[config.mk]
export PLATFORM = sky130hd
export DESIGN_NAME = branch_history_predictor
export DESIGN_NICKNAME = d
export VERILOG_FILES = /design/src/rtl/branch_history_predictor.sv
export SDC_FILE = /design/constraint.sdc
export NUM_CORES = 1
export LEC_CHECK = 0
export ABC_AREA = 1
export CAP_MARGIN = 10
export CORE_ASPECT_RATIO = 0.7
export CORE_MARGIN = 2
export CORE_UTILIZATION = 40
export DETAILED_ROUTE_END_ITERATION = 16
export HOLD_SLACK_MARGIN = 0.02
export PLACE_DENSITY = 0.61
export SYNTH_ARGS = -nofsm -noshare
export SYNTH_HDL_FRONTEND = slang
export SYNTH_SLANG_ARGS = --single-unit
[constraint.sdc]
create_clock -name clk -period 1.7 [get_ports clk]
set_input_delay 0.425 -clock clk [delete_from_list [all_inputs] [get_ports clk]]
set_output_delay 0.425 -clock clk [all_outputs]
set_load 0.1 [all_outputs]
[src/rtl/branch_history_predictor.sv]
// Branch history predictor: table of 2-bit saturating counters indexed by
// fetch PC (bimodal) or PC XOR global history (gshare). Prediction is
// combinational; updates from the resolve stage are registered. Saturating
// branch/mispredict counters provide performance visibility.
module branch_history_predictor #(
  parameter int          PC_W    = 32,
  parameter int          IDX_W   = 5,
  parameter int          MODE    = 0,
  parameter int          GHR_W   = 4,
  parameter logic [1:0]  INIT_ST = 2'b01,
  parameter int          CNT_W   = 16
) (
  input  logic             clk,
  input  logic             rst_n,
  input  logic             stall,
  input  logic [PC_W-1:0]  pred_pc,
  input  logic             pred_is_br,
  output logic             pred_taken,
  output logic [IDX_W-1:0] pred_idx,
  input  logic             upd_valid,
  input  logic [IDX_W-1:0] upd_idx,
  input  logic             upd_taken,
  input  logic             upd_mispred,
  input  logic             cnt_clr,
  output logic [CNT_W-1:0] cnt_br,
  output logic [CNT_W-1:0] cnt_miss
);

  localparam int               N_ENT   = 2 ** IDX_W;
  localparam logic [CNT_W-1:0] CNT_MAX = {CNT_W{1'b1}};
  localparam logic [CNT_W-1:0] CNT_ONE = {{(CNT_W-1){1'b0}}, 1'b1};

  // Next state of a 2-bit saturating counter after one resolved outcome.
  function automatic logic [1:0] sat_next(input logic [1:0] cur, input logic taken);
    logic [1:0] nxt;
    if (taken) begin
      nxt = (cur == 2'b11) ? 2'b11 : cur + 2'b01;
    end else begin
      nxt = (cur == 2'b00) ? 2'b00 : cur - 2'b01;
    end
    return nxt;
  endfunction

  logic [1:0]       table_r [N_ENT];
  logic [GHR_W-1:0] ghr_r;
  logic [CNT_W-1:0] cnt_br_r;
  logic [CNT_W-1:0] cnt_miss_r;

  logic [IDX_W-1:0] pc_idx_s;
  logic [IDX_W-1:0] ghr_ext_s;
  logic [IDX_W-1:0] pred_idx_s;
  logic             pred_taken_s;
  logic             upd_accept_s;
  logic             unused_s;

  // PC bits outside the index field do not take part in prediction.
  assign unused_s = ^{pred_pc[PC_W-1:IDX_W+2], pred_pc[1:0]};

  // An update is only taken when the pipeline is not stalled.
  assign upd_accept_s = upd_valid & ~stall;

  // Form the table index: word-aligned PC bits, optionally hashed with history.
  always_comb begin
    pc_idx_s                = pred_pc[IDX_W+1:2];
    ghr_ext_s               = {IDX_W{1'b0}};
    ghr_ext_s[GHR_W-1:0]    = ghr_r;
    if (MODE == 32'd1) begin
      pred_idx_s = pc_idx_s ^ ghr_ext_s;
    end else begin
      pred_idx_s = pc_idx_s;
    end
  end

  // Zero-latency prediction; no bypass of a same-cycle update.
  assign pred_taken_s = pred_is_br & table_r[pred_idx_s][1];

  assign pred_taken = pred_taken_s;
  assign pred_idx   = pred_idx_s;
  assign cnt_br     = cnt_br_r;
  assign cnt_miss   = cnt_miss_r;

  // Counter table: reset loop to the initial state, then saturating updates.
  always_ff @(posedge clk) begin
    if (!rst_n) begin
      for (int i = 0; i < N_ENT; i++) begin
        table_r[i] <= INIT_ST;
      end
    end else if (upd_accept_s) begin
      table_r[upd_idx] <= sat_next(table_r[upd_idx], upd_taken);
    end
  end

  // Non-speculative global history: shift in each resolved outcome.
  always_ff @(posedge clk) begin
    if (!rst_n) begin
      ghr_r <= {GHR_W{1'b0}};
    end else if (upd_accept_s) begin
      ghr_r <= GHR_W'({ghr_r, upd_taken});
    end
  end

  // Saturating performance counters; clear wins over increment and stall.
  always_ff @(posedge clk) begin
    if (!rst_n) begin
      cnt_br_r   <= {CNT_W{1'b0}};
      cnt_miss_r <= {CNT_W{1'b0}};
    end else if (cnt_clr) begin
      cnt_br_r   <= {CNT_W{1'b0}};
      cnt_miss_r <= {CNT_W{1'b0}};
    end else if (upd_accept_s) begin
      if (cnt_br_r != CNT_MAX) begin
        cnt_br_r <= cnt_br_r + CNT_ONE;
      end
      if (upd_mispred && (cnt_miss_r != CNT_MAX)) begin
        cnt_miss_r <= cnt_miss_r + CNT_ONE;
      end
    end
  end

endmodule

**Word-level counts from Yosys, hierarchy flattened**

Memory sizes are Yosys's and may differ from the RTL's.
Index checks and enable logic that the tools add are counted.
Widths: inputs -> output; s select.

- Bits in registers: 32
- Bits in writable memories: 64
- Output and inout port bits: 38
- Logic and storage cells: 32
- Memories kept: 1

Memories:

| memory | depth | bits a word | rd ports | clocked after memory_dff | wr ports | line | source |
|---|---|---|---|---|---|---|---|
| table_r | 32 | 2 | 2 | 0 | 32 | 44 | `logic [1:0] table_r [N_ENT];` |

- Add/subtract/negate cells: 4
- Eq/ne operators: 3
- Mux-type cells: 12
- Bitwise logic cells: 4
- Reduce and logical (&&, ||, !) cells: 6

Operator list:

| kind | count |
|---|---|
| $add 16x1->16 const B | 2 |
| $ne 16x16->1 const B | 2 |
| $mux 2 | 6 |
| $mux 1 | 5 |
| $mux 5 | 1 |
| $reduce_and 2->1 | 2 |
| $reduce_or 2->1 | 2 |
| $add 2x1->2 const B | 1 |
| $and 1x1->1 | 2 |
| $eq 2x2->1 const B | 1 |
| $logic_not 2->1 | 1 |
| $not 1->1 | 2 |
| $sub 2x1->2 const B | 1 |
| $logic_and 1x1->1 | 1 |

**Logic depth before layout (Yosys ltp)**

Gate-level depths: netlist (run 1).

- Depth after elaboration: 7
- Gate-level depth with buffers: 16
- Mapped depth without buffers: 13

**Worst setup path before layout (run 1)**

Ideal clock, no wire load.

- Kind: input -> output
- Start: input port pred_pc[2]
- End: output port pred_taken
- Data arrival time: 2.459 ns
- Setup slack: -1.184 ns
- Cell stages on the path: 8
- Buffers on the path: 1
- Cells stage by stage: clkinv_1 clkbuf_1 o21ai_0 o221ai_1 nand3_1 nand2_1 nor2_1 nor2_1

- Longest elaborated chain between the ends: 2

Ends and longest elaborated chain:

| what | line | source |
|---|---|---|
| from (decl) | 16 | `input logic [PC_W-1:0] pred_pc,` |
| $mem_v2 32x2 | - |  |
| $and 1x1->1 | 75 | `assign pred_taken_s = pred_is_br & table_r[pred_idx_s][1];` |
| to (decl) | 18 | `output logic pred_taken,` |

Every way passes these cells.

==> impl_results.html, run 1 <==
<table>
<tr><th>Metric</th><th>Value</th></tr>
<tr><th colspan="2">Run</th></tr>
<tr><td>Number of maximum-capacitance violations</td><td>0</td></tr>
<tr><th colspan="2">Placement</th></tr>
<tr><td>Post-DP HPWL</td><td>roughly 12000 um</td></tr>
<tr><td>Input/output buffers</td><td>55</td></tr>
<tr><td>Post-place instance area</td><td>7660 um^2</td></tr>
<tr><td>Routability cong.</td><td>~0.90</td></tr>
<tr><th colspan="2">Clocking</th></tr>
<tr><td>Latest clock arrival within the worst-skew pair</td><td>0.35 ns</td></tr>
<tr><td>Number of hold buffers added after cts</td><td>0</td></tr>
<tr><td>Clock tree from TritonCTS</td><td>done</td></tr>
<tr><td>TritonCTS Buffers</td><td>9</td></tr>
<tr><td>Clock Sinks</td><td>96</td></tr>
<tr><td>H-tree level count</td><td>3</td></tr>
<tr><td>Master cell of the clock root buffer</td><td>sky130_fd_sc_hd__clkbuf_16</td></tr>
<tr><td>Clock input transition at the sequential cells of the worst setup and hold paths</td><td>~0.070 ns</td></tr>
<tr><td>Deepest clock path buffer count</td><td>2</td></tr>
<tr><th colspan="2">Timing</th></tr>
<tr><td>Relative max-transition margin</td><td>0.690</td></tr>
<tr><td>Total negative setup slack</td><td>-21.99 ns</td></tr>
<tr><td>Final worst path period share</td><td>1.23</td></tr>
<tr><td>Period minus WS final</td><td>2.10 ns</td></tr>
<tr><td>Number of failing hold endpoints at the final stage</td><td>0</td></tr>
<tr><td>Slew Viols, Final</td><td>0</td></tr>
<tr><td>RSZ-0062 raised after global routing</td><td>true</td></tr>
<tr><td>Final Worst Setup Slack</td><td>-0.397 ns</td></tr>
<tr><td>Transition time at the pin with the least slew margin</td><td>0.466 ns</td></tr>
<tr><td>Final Skew</td><td>approximately 0.011 ns</td></tr>
<tr><td>Highest attainable clock frequency</td><td>0.477 GHz</td></tr>
<tr><td>Total of endpoints with negative setup slack in the final report</td><td>65</td></tr>
<tr><th colspan="2">Outcome</th></tr>
<tr><td>Run status</td><td>finished with violations</td></tr>
<tr><td>Violated checks</td><td>negative setup slack</td></tr>
<tr><th colspan="2">Worst setup path</th></tr>
<tr><td>Data arrival time at the worst-slack endpoint</td><td>1.67 ns</td></tr>
<tr><td>Req. time, crit path</td><td>approximately 1.3 ns</td></tr>
<tr><td>Buf+Inv Stages, Crit Path</td><td>1</td></tr>
<tr><td>Crit-path leading delay family</td><td>simple AND/OR/NAND/NOR gates</td></tr>
<tr><td>Highest-delay cell along the critical path</td><td>sky130_fd_sc_hd__edfxtp_1</td></tr>
<tr><td>Crit. End Element</td><td>output port</td></tr>
<tr><td>Slowest Stage Delay on Critical Path</td><td>0.44 ns</td></tr>
<tr><td>Top fanout value on the critical path</td><td>2</td></tr>
<tr><td>Critical Path Start Type</td><td>register</td></tr>
<tr><td>Classification of the worst setup path</td><td>reg -&gt; out</td></tr>
<tr><td>List of cells traversed by the critical path</td><td>nand2_1 &gt; nand3_1 &gt; nand2_1 &gt; a21oi_2 &gt; o31ai_1 &gt; nand3_1 &gt; nand2_2 &gt; nor2_4 &gt; buf_12</td></tr>
<tr><th colspan="2">Yosys</th></tr>
<tr><td>Async S/R FF share, synth</td><td>0</td></tr>
<tr><td>Commonest register cell after synthesis</td><td>sky130_fd_sc_hd__edfxtp_1</td></tr>
<tr><td>Area contributors post-synth</td><td>sky130_fd_sc_hd__edfxtp_1 (35%), sky130_fd_sc_hd__nand2_1 (18%), sky130_fd_sc_hd__dfxtp_1 (12%), sky130_fd_sc_hd__nor2_1 (7.8%), sky130_fd_sc_hd__inv_1 (5.8%)</td></tr>
<tr><td>Count of flip-flops with a built-in enable after synthesis</td><td>64</td></tr>
<tr><td>Share of synthesized area occupied by flip-flops and latches</td><td>0.464</td></tr>
<tr><td>Net count after synthesis</td><td>821</td></tr>
<tr><td>Synthesized area</td><td>5520 um^2</td></tr>
<tr><td>Cell variety after synth</td><td>29</td></tr>
<tr><td>Most common library cells after synthesis</td><td>sky130_fd_sc_hd__nand2_1 (270), sky130_fd_sc_hd__nor2_1 (115), sky130_fd_sc_hd__inv_1 (86)</td></tr>
<tr><td>Number of warnings issued by yosys</td><td>0</td></tr>
<tr><td>Post-synth top area share</td><td>0.348</td></tr>
<tr><td>Number of instances in the synthesized netlist</td><td>approximately 770</td></tr>
<tr><td>Number of synthesized register bits</td><td>96</td></tr>
<tr><td>Cell accounting for the most synthesized area</td><td>sky130_fd_sc_hd__edfxtp_1</td></tr>
<tr><td>Post-Syn Area per Cell</td><td>7.14 um^2</td></tr>
<tr><td>Library cell with the highest instance count after synthesis</td><td>sky130_fd_sc_hd__nand2_1</td></tr>
<tr><th colspan="2">Worst hold path</th></tr>
<tr><td>Type of the most critical hold path</td><td>reg -&gt; reg</td></tr>
<tr><th colspan="2">Route</th></tr>
<tr><td>Final ANT Viol Nets</td><td>0</td></tr>
<tr><td>Drt drc</td><td>0</td></tr>
<tr><td>Routed wire length per instance</td><td>approximately 17 um</td></tr>
<tr><td>Iter 0 DRT Violations</td><td>491</td></tr>
<tr><td>Routed vias</td><td>5886</td></tr>
<tr><td>Total wirelength of the detailed-routed design</td><td>18600 um</td></tr>
<tr><td>First-pass DRT Iterations</td><td>5</td></tr>
<tr><td>DR vias/cell</td><td>roughly 5.2</td></tr>
<tr><th colspan="2">Pwr</th></tr>
<tr><td>Max rail drop VDD</td><td>0.000487 V</td></tr>
<tr><td>Reported leakage power</td><td>3.41 nW</td></tr>
<tr><td>Total power per unit cell area</td><td>657 nW/um^2</td></tr>
<tr><th colspan="2">Global routing</th></tr>
<tr><td>Total global routing overflow</td><td>0</td></tr>
<tr><td>Via count of the first global-routing pass</td><td>5581</td></tr>
<tr><td>GRT Overall Usage</td><td>0.258</td></tr>
<tr><td>Global-route wire length before repair</td><td>29000 um</td></tr>
<tr><td>Antenna violations before repair</td><td>0</td></tr>
<tr><td>Pin count of the biggest net entering global routing</td><td>33</td></tr>
<tr><th colspan="2">Final layout</th></tr>
<tr><td>Fraction of final layout cells with drive strength greater than 1</td><td>0.399</td></tr>
<tr><td>Area grow syn2layout</td><td>61.0%</td></tr>
<tr><td>Nets@finish</td><td>between 900 and 1000</td></tr>
<tr><td>Final cell area excluding filler cells</td><td>8890 um^2</td></tr>
<tr><td>Antenna diodes</td><td>0</td></tr>
<tr><th colspan="2">Die</th></tr>
<tr><td>Row Count</td><td>35</td></tr>
<tr><td>Initial Util</td><td>0.415</td></tr>
<tr><td>I/O pin count</td><td>83</td></tr>
<tr><td>Die height</td><td>102 um</td></tr>
<tr><td>Die area</td><td>14800 um^2</td></tr>
<tr><td>DIE WIDTH</td><td>144 um</td></tr>
<tr><td>Core region area</td><td>13300 um^2</td></tr>
</table>
sequential cells by signal (all words and copies together) (netlist names):
register / count
cnt_br: 16
table_r: 64
cnt_miss: 16
per-stage QoR:
| stage | std cells | setup WS (ns) | power, mW | hold slack, ns | utilization |
|---|---|---|---|---|---|
| after floorplan | 774 | -0.226 | 3.11 | 0.604 | - |
| after global placement | 1084 | -0.857 | 3.43 | 0.481 | 0.575 |
| after detailed placement | 1084 | -0.890 | 3.44 | 0.484 | 0.575 |
| after CTS | 1120 | -0.405 | 5.80 | 0.494 | 0.643 |
| after global routing | 1128 | -0.499 | 6.02 | 0.483 | 0.668 |
| final | 1128 | -0.397 | 5.84 | 0.468 | 0.668 |
cells in the final DEF (no fill, tap or decap), types with 13 or more instances in the layout:
cell type                  instances
sky130_fd_sc_hd__buf_4           102
sky130_fd_sc_hd__nor2_2           22
sky130_fd_sc_hd__buf_12           49
sky130_fd_sc_hd__a21oi_1          21
sky130_fd_sc_hd__nor2_4           42
sky130_fd_sc_hd__dfxtp_2          20
sky130_fd_sc_hd__edfxtp_1         64
sky130_fd_sc_hd__nand3_2          33
sky130_fd_sc_hd__nor3_1           13
sky130_fd_sc_hd__o21ai_0          13
sky130_fd_sc_hd__buf_6            14
sky130_fd_sc_hd__nand3_1          25
sky130_fd_sc_hd__nor2_1           52
sky130_fd_sc_hd__nand2_1         256
sky130_fd_sc_hd__inv_1            72
routing by layer:
metal	part of all wire	routed length (um)	vias to the layer above	GRT usage
met5	0	0	-	0
met4	0.022	412	0	0.0769
met3	0.098	1830	39	0.0576
met2	0.45	8330	293	0.398
met1	0.43	8070	2749	0.365
li1	-	-	2805	-
kinds of logic (layout without fill, tap and decap cells):
family,after synthesis,in the layout,synth area share
buffers and inverters,124,293,0.102
adders and majority gates,2,2,0.00453
and+or+nand+nor,477,477,0.348
AOI/OAI and AO/OA,63,63,0.0623
xor gates and xnor gates,12,12,0.0190
DFF,96,96,0.464
report_power, final:
part           leakage, nW  internal (mW)  total (mW)  switching, mW
registers            0.852           2.50        2.54         0.0387
clock network        0.145           1.13        2.06          0.936
logic                 2.41          0.499        1.24          0.739
total                 3.41           4.13        5.84           1.71
final cells by class:
class                   instances  area (um^2)
repair buffers                187         2200
repair inverters                2         12.5
flip-flops and latches         96         2630
clock buffers                  11          264
inverters                      88          359
well taps                     185          231
multi-input cells             554         3160
fillers                      1014         4420
clock inverters                 5         35.0
repair_timing:
action | in CTS | in global routing
buffers inserted | 13 | 11
gates resized for setup | 132 | 97
gates cloned | 7 | 2
pin swaps | 18 | 21
setup endpoints to repair | 144 | 143
final timing paths:
check	start	end	slack, ns	cells after the start
max	table_r[25][1]	pred_taken	-0.40	9
min	cnt_miss[0]	cnt_miss[0]	0.47	1
max reg2reg	table_r[11][1]	table_r[17][0]	-0.36	13
min reg2reg	cnt_miss[0]	cnt_miss[0]	0.47	1
No activity file was read; power rests on OpenSTA's default activity.
==> run 2, diff against run 1 <==
--- a/config.mk
+++ b/config.mk
@@ -12,7 +12,7 @@
 export CORE_UTILIZATION = 40
 export DETAILED_ROUTE_END_ITERATION = 16
 export HOLD_SLACK_MARGIN = 0.02
-export PLACE_DENSITY = 0.61
+export PLACE_DENSITY = 0.59
 export SYNTH_ARGS = -nofsm -noshare
 export SYNTH_HDL_FRONTEND = slang
 export SYNTH_SLANG_ARGS = --single-unit
==> constraint.sdc (replaced) <==
create_clock -name clk -period 2.2 [get_ports clk]
set_input_delay 0.55 -clock clk [delete_from_list [all_inputs] [get_ports clk]]
set_output_delay 0.55 -clock clk [all_outputs]
set_load 0.1 [all_outputs]
==> run 2 against run 1 <==
The run still ends with negative setup slack left; via count decreased by 8.6%; first-iteration DRC count decreased by 20%; worst hold slack improved by 0.028 ns; core utilization decreased by 13 points; cell count decreased by 5.1%; sequential power decreased by 22%; clock-buffer cell count decreased by 2; worst setup slack improved by 0.34 ns; non-clock buffer count decreased by 57; global-route usage decreased by 3.3 points; sequential share of layout area increased by 5.9 points; critical endpoint unchanged.
==> impl_results.html, run 2 (synthesis results as in run 1) <==
<table>
<tr><th>Metric</th><th>Value</th></tr>
<tr><th colspan="2">Final layout</th></tr>
<tr><td>Commonest non-fill, non-tap cell in the layout</td><td>sky130_fd_sc_hd__nand2_1</td></tr>
<tr><td>Fraction of the core area covered by cells at the end of the flow</td><td>0.543 (-0.125)</td></tr>
<tr><td>Multi-input gate area in the final layout</td><td>2520 um^2 (-20%)</td></tr>
<tr><td>Antenna diodes</td><td>0 (unchanged)</td></tr>
<tr><td>Commonest cells after routing, fill and taps aside</td><td>sky130_fd_sc_hd__nand2_1 (264), sky130_fd_sc_hd__nor2_1 (107), sky130_fd_sc_hd__buf_4 (93)</td></tr>
<tr><td>Number of fill cells</td><td>1289 (+27%)</td></tr>
<tr><td>Register with the most flip-flops</td><td>table_r</td></tr>
<tr><td>Nets@finish</td><td>927 (-5.9%)</td></tr>
<tr><td>Number of flip-flops in the largest register</td><td>64 (unchanged)</td></tr>
<tr><td>Fraction of final layout cells with drive strength greater than 1</td><td>0.201 (-0.198)</td></tr>
<tr><td>Area grow syn2layout</td><td>30.9%</td></tr>
<tr><td>Register Area</td><td>2570 um^2 (-2.4%)</td></tr>
<tr><th colspan="2">Timing</th></tr>
<tr><td>Total of endpoints with negative setup slack in the final report</td><td>1 (-98%)</td></tr>
<tr><td>RSZ-0062 raised after global routing</td><td>true</td></tr>
<tr><td>Final worst path period share</td><td>1.03</td></tr>
<tr><td>Highest attainable clock frequency</td><td>0.442 GHz</td></tr>
<tr><td>Period minus WS final</td><td>2.26 ns</td></tr>
<tr><td>Final Skew</td><td>0.00728 ns (-0.00326 ns)</td></tr>
<tr><td>Number of failing hold endpoints at the final stage</td><td>0 (unchanged)</td></tr>
<tr><td>Total negative setup slack</td><td>-0.0605 ns (+21.93 ns)</td></tr>
<tr><td>Final Worst Setup Slack</td><td>-0.0605 ns (+0.337 ns)</td></tr>
<tr><td>Slew Viols, Final</td><td>0 (unchanged)</td></tr>
<tr><td>Transition time at the pin with the least slew margin</td><td>0.532 ns (+0.0660 ns)</td></tr>
<tr><td>Relative max-transition margin</td><td>0.645 (-0.0444)</td></tr>
<tr><th colspan="2">Pwr</th></tr>
<tr><td>Reported leakage power</td><td>2.88 nW (-15%)</td></tr>
<tr><td>Switching Share</td><td>0.280 (-0.0130)</td></tr>
<tr><td>Share of total power in sequential cells</td><td>0.471 (+0.036)</td></tr>
<tr><td>Logic gate share of total power</td><td>0.171 (-0.041)</td></tr>
<tr><td>Switching power of the nets</td><td>1.17 mW (-31%)</td></tr>
<tr><td>Internal power</td><td>3.02 mW (-27%)</td></tr>
<tr><td>Max rail drop VDD</td><td>0.000366 V (-25%)</td></tr>
<tr><td>Total power per unit cell area</td><td>580 nW/um^2 (-12%)</td></tr>
<tr><td>Clock group share of total power</td><td>0.358 (+0.005)</td></tr>
<tr><td>Pwr Total</td><td>4.19 mW (-28%)</td></tr>
<tr><th colspan="2">Worst setup path</th></tr>
<tr><td>Top fanout value on the critical path</td><td>8 (+6)</td></tr>
<tr><td>Crit. End Element</td><td>output port</td></tr>
<tr><td>Req. time, crit path</td><td>1.65 ns (+0.38 ns)</td></tr>
<tr><td>Classification of the worst setup path</td><td>in -&gt; out</td></tr>
<tr><td>Data arrival time at the worst-slack endpoint</td><td>1.71 ns (+0.04 ns)</td></tr>
<tr><td>Critical Path Start Type</td><td>input port</td></tr>
<tr><th colspan="2">Route</th></tr>
<tr><td>DR vias/cell</td><td>5.03 (-3.7%)</td></tr>
<tr><td>Total wirelength of the detailed-routed design</td><td>15700 um (-16%)</td></tr>
<tr><td>Routed wire length per instance</td><td>14.7 um (-11%)</td></tr>
<tr><td>First-pass DRT Iterations</td><td>5 (unchanged)</td></tr>
<tr><td>Drt drc</td><td>0 (unchanged)</td></tr>
<tr><td>Routed vias</td><td>5377 (-8.6%)</td></tr>
<tr><td>Final ANT Viol Nets</td><td>0 (unchanged)</td></tr>
<tr><td>Iter 0 DRT Violations</td><td>393 (-20%)</td></tr>
<tr><th colspan="2">Global routing</th></tr>
<tr><td>Via count of the first global-routing pass</td><td>5074 (-9.1%)</td></tr>
<tr><td>GRT Overall Usage</td><td>0.225 (-0.0326)</td></tr>
<tr><td>Antenna violations before repair</td><td>0 (unchanged)</td></tr>
<tr><td>Total global routing overflow</td><td>0 (unchanged)</td></tr>
<tr><td>Pin count of the biggest net entering global routing</td><td>33 (unchanged)</td></tr>
<tr><td>Global-route wire length before repair</td><td>25600 um (-12%)</td></tr>
<tr><th colspan="2">Clocking</th></tr>
<tr><td>Deepest clock path buffer count</td><td>2 (unchanged)</td></tr>
<tr><td>H-tree level count</td><td>3 (unchanged)</td></tr>
<tr><td>Latest clock arrival within the worst-skew pair</td><td>0.35 ns (about the same)</td></tr>
<tr><td>Clock input transition at the sequential cells of the worst setup and hold paths</td><td>0.06 ns (about the same)</td></tr>
<tr><td>Clock tree from TritonCTS</td><td>done</td></tr>
<tr><td>Master cell of the clock root buffer</td><td>sky130_fd_sc_hd__clkbuf_16</td></tr>
<tr><td>TritonCTS Buffers</td><td>9 (unchanged)</td></tr>
<tr><td>Clock Sinks</td><td>96 (unchanged)</td></tr>
<tr><th colspan="2">Die</th></tr>
<tr><td>Die area</td><td>14800 um^2 (unchanged)</td></tr>
<tr><td>Die height</td><td>102 um (unchanged)</td></tr>
<tr><td>Row Count</td><td>35 (unchanged)</td></tr>
<tr><td>Initial Util</td><td>0.415 (unchanged)</td></tr>
<tr><td>Core region area</td><td>13300 um^2 (unchanged)</td></tr>
<tr><td>I/O pin count</td><td>83 (unchanged)</td></tr>
<tr><td>DIE WIDTH</td><td>144 um (unchanged)</td></tr>
<tr><th colspan="2">Worst hold path</th></tr>
<tr><td>Type of the most critical hold path</td><td>reg -&gt; reg</td></tr>
<tr><th colspan="2">Outcome</th></tr>
<tr><td>Run status</td><td>finished with violations</td></tr>
<tr><td>Violated checks</td><td>negative setup slack</td></tr>
<tr><th colspan="2">Placement</th></tr>
<tr><td>Routability cong.</td><td>0.856 (-5.4%)</td></tr>
<tr><td>Post-DP HPWL</td><td>11100 um (-7.5%)</td></tr>
<tr><td>Input/output buffers</td><td>55 (unchanged)</td></tr>
<tr><th colspan="2">Run</th></tr>
<tr><td>Number of maximum-capacitance violations</td><td>0 (unchanged)</td></tr>
</table>
## run 2: power by group through the flow
stage / sequential (mW) / combinational [mW] / clock (mW)
2_1_floorplan: 2.01 / 0.359 / 0
3_3_place_gp: 2.01 / 0.602 / 0
3_5_place_dp: 2.01 / 0.608 / 0
4_1_cts: 1.97 / 0.678 / 1.53
5_1_grt: 1.98 / 0.777 / 1.60
6_report: 1.97 / 0.715 / 1.50
## run 2: worst paths after layout
path / from / endpoint / cells after the start / slack, ns
max reg2reg: table_r[10][1] / table_r[1][1] / 14 / 0.23
max: pred_pc[3] / pred_taken / 11 / -0.06
min reg2reg: cnt_br[0] / cnt_br[0] / 2 / 0.50
min: cnt_br[0] / cnt_br[0] / 2 / 0.50
## run 2: routing by layer
layer / share of wire / GRT usage / wire (um) / vias to the layer above
met5: 0 / 0 / 0 / -
met4: 0.012 / 0.0568 / 182 / 0
met3: 0.084 / 0.0609 / 1320 / 20
met2: 0.43 / 0.350 / 6790 / 195
met1: 0.47 / 0.314 / 7400 / 2488
li1: - / - / - / 2674
## run 2: area by class of cell
| class | instances | area share |
|---|---|---|
| clock inverters | 7 | 0.00744 |
| inverters | 88 | 0.0474 |
| multi-input cells | 554 | 0.349 |
| flip-flops and latches | 96 | 0.355 |
| repair buffers | 130 | 0.177 |
| well taps | 185 | 0.0320 |
| repair inverters | 1 | 0.00104 |
| clock buffers | 9 | 0.0311 |
## run 2: what timing repair did
action / CTS / global route
gates resized for setup: 57 / 22
buffers inserted: 3 / 5
cloned: 4 / 0
endpoints found under the hold margin: 0 / 0
pin swaps: 14 / 15
hold buffers: 0 / 0
setup endpoints to repair: 81 / 93
## run 2: through the flow
step                      instance area (um^2)  instances  worst slack, ns  hold slack (ns)
after detailed placement                  6630       1042           -0.548            0.483
final                                     7230       1070          -0.0605            0.495
after global placement                    6630       1042           -0.530            0.469
after floorplan                           5540        774          -0.0789            0.688
after CTS                                 7130       1065          -0.0505            0.495
after global routing                      7230       1070           -0.161            0.525
## run 2: critical path: stages
cell	delay, ns
sky130_fd_sc_hd__buf_4	0.13
sky130_fd_sc_hd__buf_6	0.13
sky130_fd_sc_hd__buf_4	0.13
sky130_fd_sc_hd__nand3_2	0.06
sky130_fd_sc_hd__nand2_2	0.06
sky130_fd_sc_hd__a21oi_2	0.14
sky130_fd_sc_hd__o31ai_2	0.08
sky130_fd_sc_hd__nand3_2	0.07
sky130_fd_sc_hd__nand2_2	0.07
sky130_fd_sc_hd__nor2_4	0.10
sky130_fd_sc_hd__buf_12	0.18
